**src/rtl/core_cycle_ctrl.sv**
```systemverilog
// core_cycle_ctrl: read-regenerate cycle sequencer for the 1620 core array model.
// Two requesters (CPU digit-pair path and I/O channel) share the array. Grants
// alternate when both requesters are active. Each cycle runs RD -> STROBE -> WR -> ACK.
// A destructive read is always followed by a write-back, which is either the
// sensed data or the requester's write data.
// Optional build macro CORE_PARITY_CHECK_EN adds a sticky parity_err output. It
// flags any sensed digit whose six bits (C,F,8,4,2,1) do not have odd parity.
module core_cycle_ctrl #(
  parameter int ADDR_W    = 14,
  parameter int DATA_W    = 12,
  parameter int MEM_PAIRS = 10000,
  parameter int T_RD      = 4,
  parameter int T_WR      = 4
) (
  input  logic              clk,
  input  logic              rst,
  input  logic              cpu_req,
  input  logic              cpu_we,
  input  logic [ADDR_W-1:0] cpu_addr,
  input  logic [DATA_W-1:0] cpu_wdata,
  output logic              cpu_ack,
  input  logic              io_req,
  input  logic              io_we,
  input  logic [ADDR_W-1:0] io_addr,
  input  logic [DATA_W-1:0] io_wdata,
  output logic              io_ack,
  output logic [DATA_W-1:0] rdata,
  output logic              err,
  output logic              busy,
  output logic [ADDR_W-1:0] core_addr,
  output logic              rd_drive,
  output logic              sense_strobe,
  output logic              wr_drive,
  output logic [DATA_W-1:0] inhibit,
  input  logic [DATA_W-1:0] sense
`ifdef CORE_PARITY_CHECK_EN
  ,
  output logic              parity_err
`endif
);

  localparam logic [2:0] S_IDLE   = 3'd0;
  localparam logic [2:0] S_RD     = 3'd1;
  localparam logic [2:0] S_STROBE = 3'd2;
  localparam logic [2:0] S_WR     = 3'd3;
  localparam logic [2:0] S_ACK    = 3'd4;

  localparam int T_MAX = (T_RD > T_WR) ? T_RD : T_WR;
  localparam int CNT_W = (T_MAX > 1) ? $clog2(T_MAX) : 1;
  localparam logic [CNT_W-1:0] RD_LOAD    = CNT_W'(T_RD - 1);
  localparam logic [CNT_W-1:0] WR_LOAD    = CNT_W'(T_WR - 1);
  localparam logic [CNT_W-1:0] CNT_ONE    = CNT_W'(1);
  localparam logic [ADDR_W:0]  PAIR_LIMIT = (ADDR_W+1)'(MEM_PAIRS);

`ifdef CORE_PARITY_CHECK_EN
  // True when every 6-bit digit of d carries odd parity.
  function automatic logic digits_odd(input logic [DATA_W-1:0] d);
    logic ok;
    ok = 1'b1;
    for (int i = 0; i < DATA_W / 6; i++) begin
      ok = ok & (^d[i*6 +: 6]);
    end
    return ok;
  endfunction
`endif

  logic [2:0]        state_q, state_d;
  logic [CNT_W-1:0]  cnt_q, cnt_d;
  logic              last_io_q, last_io_d;
  logic              gnt_io_q, gnt_io_d;
  logic              we_q, we_d;
  logic [DATA_W-1:0] wdata_q, wdata_d;
  logic [DATA_W-1:0] data_q, data_d;
  logic [ADDR_W-1:0] core_addr_q, core_addr_d;
  logic              rd_drive_q, rd_drive_d;
  logic              strobe_q, strobe_d;
  logic              wr_drive_q, wr_drive_d;
  logic [DATA_W-1:0] inhibit_q, inhibit_d;
  logic              cpu_ack_q, cpu_ack_d;
  logic              io_ack_q, io_ack_d;
  logic [DATA_W-1:0] rdata_q, rdata_d;
  logic              err_q, err_d;
  logic              busy_q, busy_d;
`ifdef CORE_PARITY_CHECK_EN
  logic              parity_q, parity_d;
`endif

  // Arbitration: a lone request wins; on a tie the side not granted last wins.
  logic              grant_io_s, grant_cpu_s, grant_any_s;
  logic              sel_we_s, sel_oor_s;
  logic [ADDR_W-1:0] sel_addr_s;
  logic [DATA_W-1:0] sel_wdata_s;

  assign grant_io_s  = io_req & (~cpu_req | ~last_io_q);
  assign grant_cpu_s = cpu_req & (~io_req | last_io_q);
  assign grant_any_s = grant_io_s | grant_cpu_s;
  assign sel_we_s    = grant_io_s ? io_we    : cpu_we;
  assign sel_addr_s  = grant_io_s ? io_addr  : cpu_addr;
  assign sel_wdata_s = grant_io_s ? io_wdata : cpu_wdata;
  assign sel_oor_s   = ({1'b0, sel_addr_s} >= PAIR_LIMIT);

  // Next-state and next-output decode of the core cycle sequencer.
  always_comb begin
    state_d     = state_q;
    cnt_d       = cnt_q;
    last_io_d   = last_io_q;
    gnt_io_d    = gnt_io_q;
    we_d        = we_q;
    wdata_d     = wdata_q;
    data_d      = data_q;
    core_addr_d = core_addr_q;
    rd_drive_d  = 1'b0;
    strobe_d    = 1'b0;
    wr_drive_d  = 1'b0;
    inhibit_d   = {DATA_W{1'b0}};
    cpu_ack_d   = 1'b0;
    io_ack_d    = 1'b0;
    rdata_d     = rdata_q;
    err_d       = err_q;
`ifdef CORE_PARITY_CHECK_EN
    parity_d    = parity_q;
`endif
    case (state_q)
      S_IDLE: begin
        if (grant_any_s) begin
          last_io_d   = grant_io_s;
          gnt_io_d    = grant_io_s;
          we_d        = sel_we_s;
          wdata_d     = sel_wdata_s;
          core_addr_d = sel_addr_s;
          if (sel_oor_s) begin
            // Out-of-range: complete at once without touching the stack.
            state_d   = S_ACK;
            cpu_ack_d = grant_cpu_s;
            io_ack_d  = grant_io_s;
            rdata_d   = {DATA_W{1'b0}};
            err_d     = 1'b1;
          end else begin
            state_d    = S_RD;
            cnt_d      = RD_LOAD;
            rd_drive_d = 1'b1;
          end
        end else begin
          state_d = S_IDLE;
        end
      end
      S_RD: begin
        if (cnt_q == {CNT_W{1'b0}}) begin
          state_d  = S_STROBE;
          strobe_d = 1'b1;
        end else begin
          cnt_d      = cnt_q - CNT_ONE;
          rd_drive_d = 1'b1;
        end
      end
      S_STROBE: begin
        // Sensed data is captured here. Regeneration writes it straight back.
        data_d     = sense;
        state_d    = S_WR;
        cnt_d      = WR_LOAD;
        wr_drive_d = 1'b1;
        inhibit_d  = ~(we_q ? wdata_q : sense);
`ifdef CORE_PARITY_CHECK_EN
        parity_d   = parity_q | ~digits_odd(sense);
`endif
      end
      S_WR: begin
        if (cnt_q == {CNT_W{1'b0}}) begin
          state_d   = S_ACK;
          cpu_ack_d = ~gnt_io_q;
          io_ack_d  = gnt_io_q;
          rdata_d   = data_q;
          err_d     = 1'b0;
        end else begin
          cnt_d      = cnt_q - CNT_ONE;
          wr_drive_d = 1'b1;
          inhibit_d  = inhibit_q;
        end
      end
      S_ACK: begin
        state_d = S_IDLE;
      end
      default: begin
        state_d = S_IDLE;
      end
    endcase
    busy_d = (state_d != S_IDLE);
  end

  // State and registered outputs; reset drops every drive line immediately.
  always_ff @(posedge clk or posedge rst) begin
    if (rst) begin
      state_q     <= S_IDLE;
      cnt_q       <= {CNT_W{1'b0}};
      last_io_q   <= 1'b1;
      gnt_io_q    <= 1'b0;
      we_q        <= 1'b0;
      wdata_q     <= {DATA_W{1'b0}};
      data_q      <= {DATA_W{1'b0}};
      core_addr_q <= {ADDR_W{1'b0}};
      rd_drive_q  <= 1'b0;
      strobe_q    <= 1'b0;
      wr_drive_q  <= 1'b0;
      inhibit_q   <= {DATA_W{1'b0}};
      cpu_ack_q   <= 1'b0;
      io_ack_q    <= 1'b0;
      rdata_q     <= {DATA_W{1'b0}};
      err_q       <= 1'b0;
      busy_q      <= 1'b0;
`ifdef CORE_PARITY_CHECK_EN
      parity_q    <= 1'b0;
`endif
    end else begin
      state_q     <= state_d;
      cnt_q       <= cnt_d;
      last_io_q   <= last_io_d;
      gnt_io_q    <= gnt_io_d;
      we_q        <= we_d;
      wdata_q     <= wdata_d;
      data_q      <= data_d;
      core_addr_q <= core_addr_d;
      rd_drive_q  <= rd_drive_d;
      strobe_q    <= strobe_d;
      wr_drive_q  <= wr_drive_d;
      inhibit_q   <= inhibit_d;
      cpu_ack_q   <= cpu_ack_d;
      io_ack_q    <= io_ack_d;
      rdata_q     <= rdata_d;
      err_q       <= err_d;
      busy_q      <= busy_d;
`ifdef CORE_PARITY_CHECK_EN
      parity_q    <= parity_d;
`endif
    end
  end

  assign cpu_ack      = cpu_ack_q;
  assign io_ack       = io_ack_q;
  assign rdata        = rdata_q;
  assign err          = err_q;
  assign busy         = busy_q;
  assign core_addr    = core_addr_q;
  assign rd_drive     = rd_drive_q;
  assign sense_strobe = strobe_q;
  assign wr_drive     = wr_drive_q;
  assign inhibit      = inhibit_q;
`ifdef CORE_PARITY_CHECK_EN
  assign parity_err   = parity_q;
`endif

endmodule

```
**config.mk**
```make
export PLATFORM = sky130hd
export DESIGN_NAME = core_cycle_ctrl
export DESIGN_NICKNAME = d
export VERILOG_FILES = /design/src/rtl/core_cycle_ctrl.sv
export SDC_FILE = /design/constraint.sdc
export NUM_CORES = 1
export LEC_CHECK = 0
export CAP_MARGIN = 20
export CORE_ASPECT_RATIO = 1.2
export CORE_UTILIZATION = 51
export CTS_BUF_LIST = sky130_fd_sc_hd__clkbuf_2 sky130_fd_sc_hd__clkbuf_4 sky130_fd_sc_hd__clkbuf_8
export DETAILED_ROUTE_END_ITERATION = 16
export PLACE_DENSITY = 0.89
export SLEW_MARGIN = 30
export SYNTH_ARGS = -nofsm -noshare
export SYNTH_HDL_FRONTEND = slang
export SYNTH_SLANG_ARGS = --single-unit
```
**constraint.sdc**
```tcl
create_clock -name clk -period 8 [get_ports clk]
set_clock_uncertainty 0.15 [all_clocks]
set_input_delay 1.6 -clock clk [delete_from_list [all_inputs] [get_ports clk]]
set_output_delay 1.6 -clock clk [all_outputs]
set_load 0.02 [all_outputs]
```
==> flow_metrics.env <==
export IMPL_status="complete, no violations"
export IMPL_num_io_pins=115
export IMPL_slew_headroom_pct=39.5
export IMPL_hold_class="reg2reg"
export IMPL_place_inst=511
export IMPL_post_route_min_period_ns=3.98
export IMPL_vias=2851
export IMPL_place_hpwl_mm=5.94
export IMPL_drive_gt1_share_pct=11.3
export IMPL_cts_resized=0
export IMPL_ys_warn_count=0
export IMPL_first_iter_violations=184
export IMPL_p_sw_w=0.000587
export IMPL_dieHeight_um=91.8
export IMPL_coreArea_mm2=0.00645
export IMPL_htree_levels=3
export IMPL_synth_area_leaders="dfrtp_1 55%, nand2_1 9.2%, a31oi_1 4.9%"
export IMPL_grt_start_max_net_pins=78
export IMPL_postRouteAntennaNets=0
export IMPL_nFillCells=443
export IMPL_postLayoutCellArea_mm2=0.00474
export IMPL_area_growth_pct=38.3
export IMPL_final_cells=526
export IMPL_layout_common_cells="114 x clkdlybuf4s50_1, 84 x nand2_1, 76 x dfrtp_1"
export IMPL_overflow=0
export IMPL_crit_path_top_delay_cell="and2b_2"
export IMPL_use_met3_pct=7.66
export IMPL_antenna_found_initial=0
export IMPL_yosysSeqAreaShare_pct=56.3
export IMPL_grt_pass1_vias=2809
export IMPL_ys_flop_type="dfrtp_1"
export IMPL_worstSetupEndpointType="flip-flop"
export IMPL_drtPass1Iterations=5
export IMPL_clk_latency_ns=0.34
export IMPL_ys_types=37
export IMPL_r2r_end="state_q[2]"
export IMPL_worstSetupStartpointType="input port"
export IMPL_rows=32
export IMPL_antenna_cells=0
export IMPL_dp_slack_ns=3.70
export IMPL_cts_setup_buffers=0
export IMPL_grt_total_usage_pct=25.4
export IMPL_io_buffers=114
export IMPL_worst_r2r_cell_count=4
export IMPL_power_frac_comb_pct=41.5
export IMPL_cts_sinks=77
export IMPL_top_usage_layer="met2"
export IMPL_seqPwrFrac_pct=42.0
export IMPL_worstMarginPinSlew_ns=0.907
export IMPL_crit_type="in2reg"
export IMPL_crit_fanout=56
export IMPL_p_leak_nw=2.05
export IMPL_syn_avg_cell_area_um2=10.4
export IMPL_utilization_pct=73.5
export IMPL_layout_commonest_cell="clkdlybuf4s50_1"
export IMPL_clk_pin_slew_ns=0.08
export IMPL_period_share_pct=49.7
export IMPL_intPower_w=0.000999
export IMPL_avgViaCountPerCell=5.42
export IMPL_ctsHoldBuffers=0
export IMPL_reg2reg_slack_ns=5.17
export IMPL_fmaxAchievable_mhz=251
export IMPL_cp_cell_sequence="clkdlybuf4s50_1, nor2_1, and2b_2, and3_1, nand2b_1"
export IMPL_crit_required_ns=8.12
export IMPL_clock_path_buffers=2
export IMPL_hold_viol=0
export IMPL_cp_slowest_stage_delay_ns=0.82
export IMPL_initial_utilization_pct=53.2
export IMPL_place_area_mm2=0.00456
export IMPL_die_area_mm2=0.00705
export IMPL_hold_end="inhibit[5]"
export IMPL_clockPowerShare_pct=16.5
export IMPL_rsz0062_at_grt="no"
export IMPL_synth_top_area_share_pct=55.5
export IMPL_drv_slew=0
export IMPL_die_width_um=76.8
export IMPL_finalWorstSetupSlack_ns=4.02
export IMPL_grt_pass1_wl_mm=13.8
export IMPL_met1_usage_pct=31.6
export IMPL_syn_nets=401
export IMPL_min_from="inhibit[5]"
export IMPL_switching_share_pct=37.0
export IMPL_drt_drc_violations_left=0
export IMPL_numCtsBuffers=9
export IMPL_setup_viol=0
export IMPL_ys_ff_latch=77
export IMPL_async_flop_share_pct=100
export IMPL_syn_instance_count=330
export IMPL_syn_cell_area_mm2=0.00343
export IMPL_wirelength_mm=8.39
export IMPL_r2r_start="state_q[2]"
export IMPL_irDropWorstVdd_v=0.000223
export IMPL_cellPowerDensity_mw_per_mm2=335
export IMPL_setup_tns_ns=0
export IMPL_wire_per_inst_um=16.0
export IMPL_arrival_ns=4.09
export IMPL_drv_cap=0
export IMPL_fin_nets=508
export IMPL_synth_edff_count=0
export IMPL_cts_root_buf="clkbuf_8"
export IMPL_globalplace_congestion=0.811
export IMPL_use_met2_pct=42.6
export IMPL_min_path_cells=1
export IMPL_yosysTopAreaCell="dfrtp_1"
export IMPL_cts_tree="built"
==> critical path, delay by kind of cell <==
kind                   cells  cell delay, ns
AND/OR/NAND/NOR            4            1.87
buffers and inverters      1            0.60
==> Yosys cell counts (2+ instances only) <==
cell type / n
nand2_1: 84
dfrtp_1: 76
nor2_1: 29
a31oi_1: 27
a22o_1: 14
mux2_2: 12
mux2i_1: 12
a21oi_2: 10
buf_4: 6
clkbuf_1: 6
a21oi_1: 5
buf_2: 5
buf_6: 4
inv_1: 4
o21ai_0: 4
and3_1: 3
and2_1: 2
and2b_1: 2
nand2b_1: 2
nand3_1: 2
nand4_1: 2
nor4_1: 2
o31a_1: 2
or2_2: 2
==> kinds of logic (layout without fill, tap and decap cells) <==
family | after synthesis | count (layout) | synth area share [%]
AO/OA/AOI/OAI | 69 | 69 | 14.8
adder cells (fa/ha/maj) | 1 | 1 | 0.365
buffers and inverters | 25 | 136 | 4.45
flip-flops | 77 | 77 | 56.3
multiplexers | 24 | 24 | 7.45
AND/OR/NAND/NOR | 134 | 134 | 16.7
==> registers in the layout (all words and copies together), names as in the netlist, 2 cells and up <==
signal,cells
core_addr,14
data_q,12
inhibit,12
rdata,12
wdata_q,12
state_q,3
cnt_q,2
==> cell type report <==
class	count	area, um^2	area share [%]
multi-input cells	228	1350	28.4
well taps	85	106	2.24
repair buffers	117	1170	24.6
clock inverters	4	23.8	0.501
flip-flops and latches	77	1930	40.7
clock buffers	11	151	3.19
inverters	4	16.3	0.343
==> stage by stage <==
| step | hold WS (ns) | power (W) |
|---|---|---|
| 5_1_grt | 0.378 | 0.00168 |
| 3_5_place_dp | 0.347 | 0.00132 |
| 4_1_cts | 0.362 | 0.00159 |
| 2_1_floorplan | 0.316 | 0.00107 |
| 3_3_place_gp | 0.339 | 0.00130 |
| 6_report | 0.358 | 0.00159 |
==> how the worst max path moves through the flow <==
stage	from	end	slack (ns)	depth (start not counted)
3_5_place_dp	cpu_req	state_q[2]	3.70	5
4_1_cts	cpu_req	state_q[2]	4.07	5
3_3_place_gp	cpu_req	state_q[2]	3.80	5
2_1_floorplan	rst	busy	4.28	1
5_1_grt	cpu_req	state_q[2]	3.89	5
6_report	cpu_req	state_q[2]	4.02	5
==> power groups by stage <==
| stage | Combinational (W) | Clock, W | Sequential, W |
|---|---|---|---|
| floorplan | 0.000346 | 0 | 0.000720 |
| finish | 0.000659 | 0.000262 | 0.000666 |
| global placement | 0.000636 | 0 | 0.000665 |
| CTS | 0.000662 | 0.000265 | 0.000665 |
| detailed placement | 0.000656 | 0 | 0.000668 |
| global route | 0.000712 | 0.000284 | 0.000685 |
==> routing by layer <==
metal,wire length (um),up-vias
met5,0,-
met4,112,0
met3,590,12
met2,4250,106
met1,3430,1380
li1,-,1353
No activity file was read; power rests on OpenSTA's default activity.
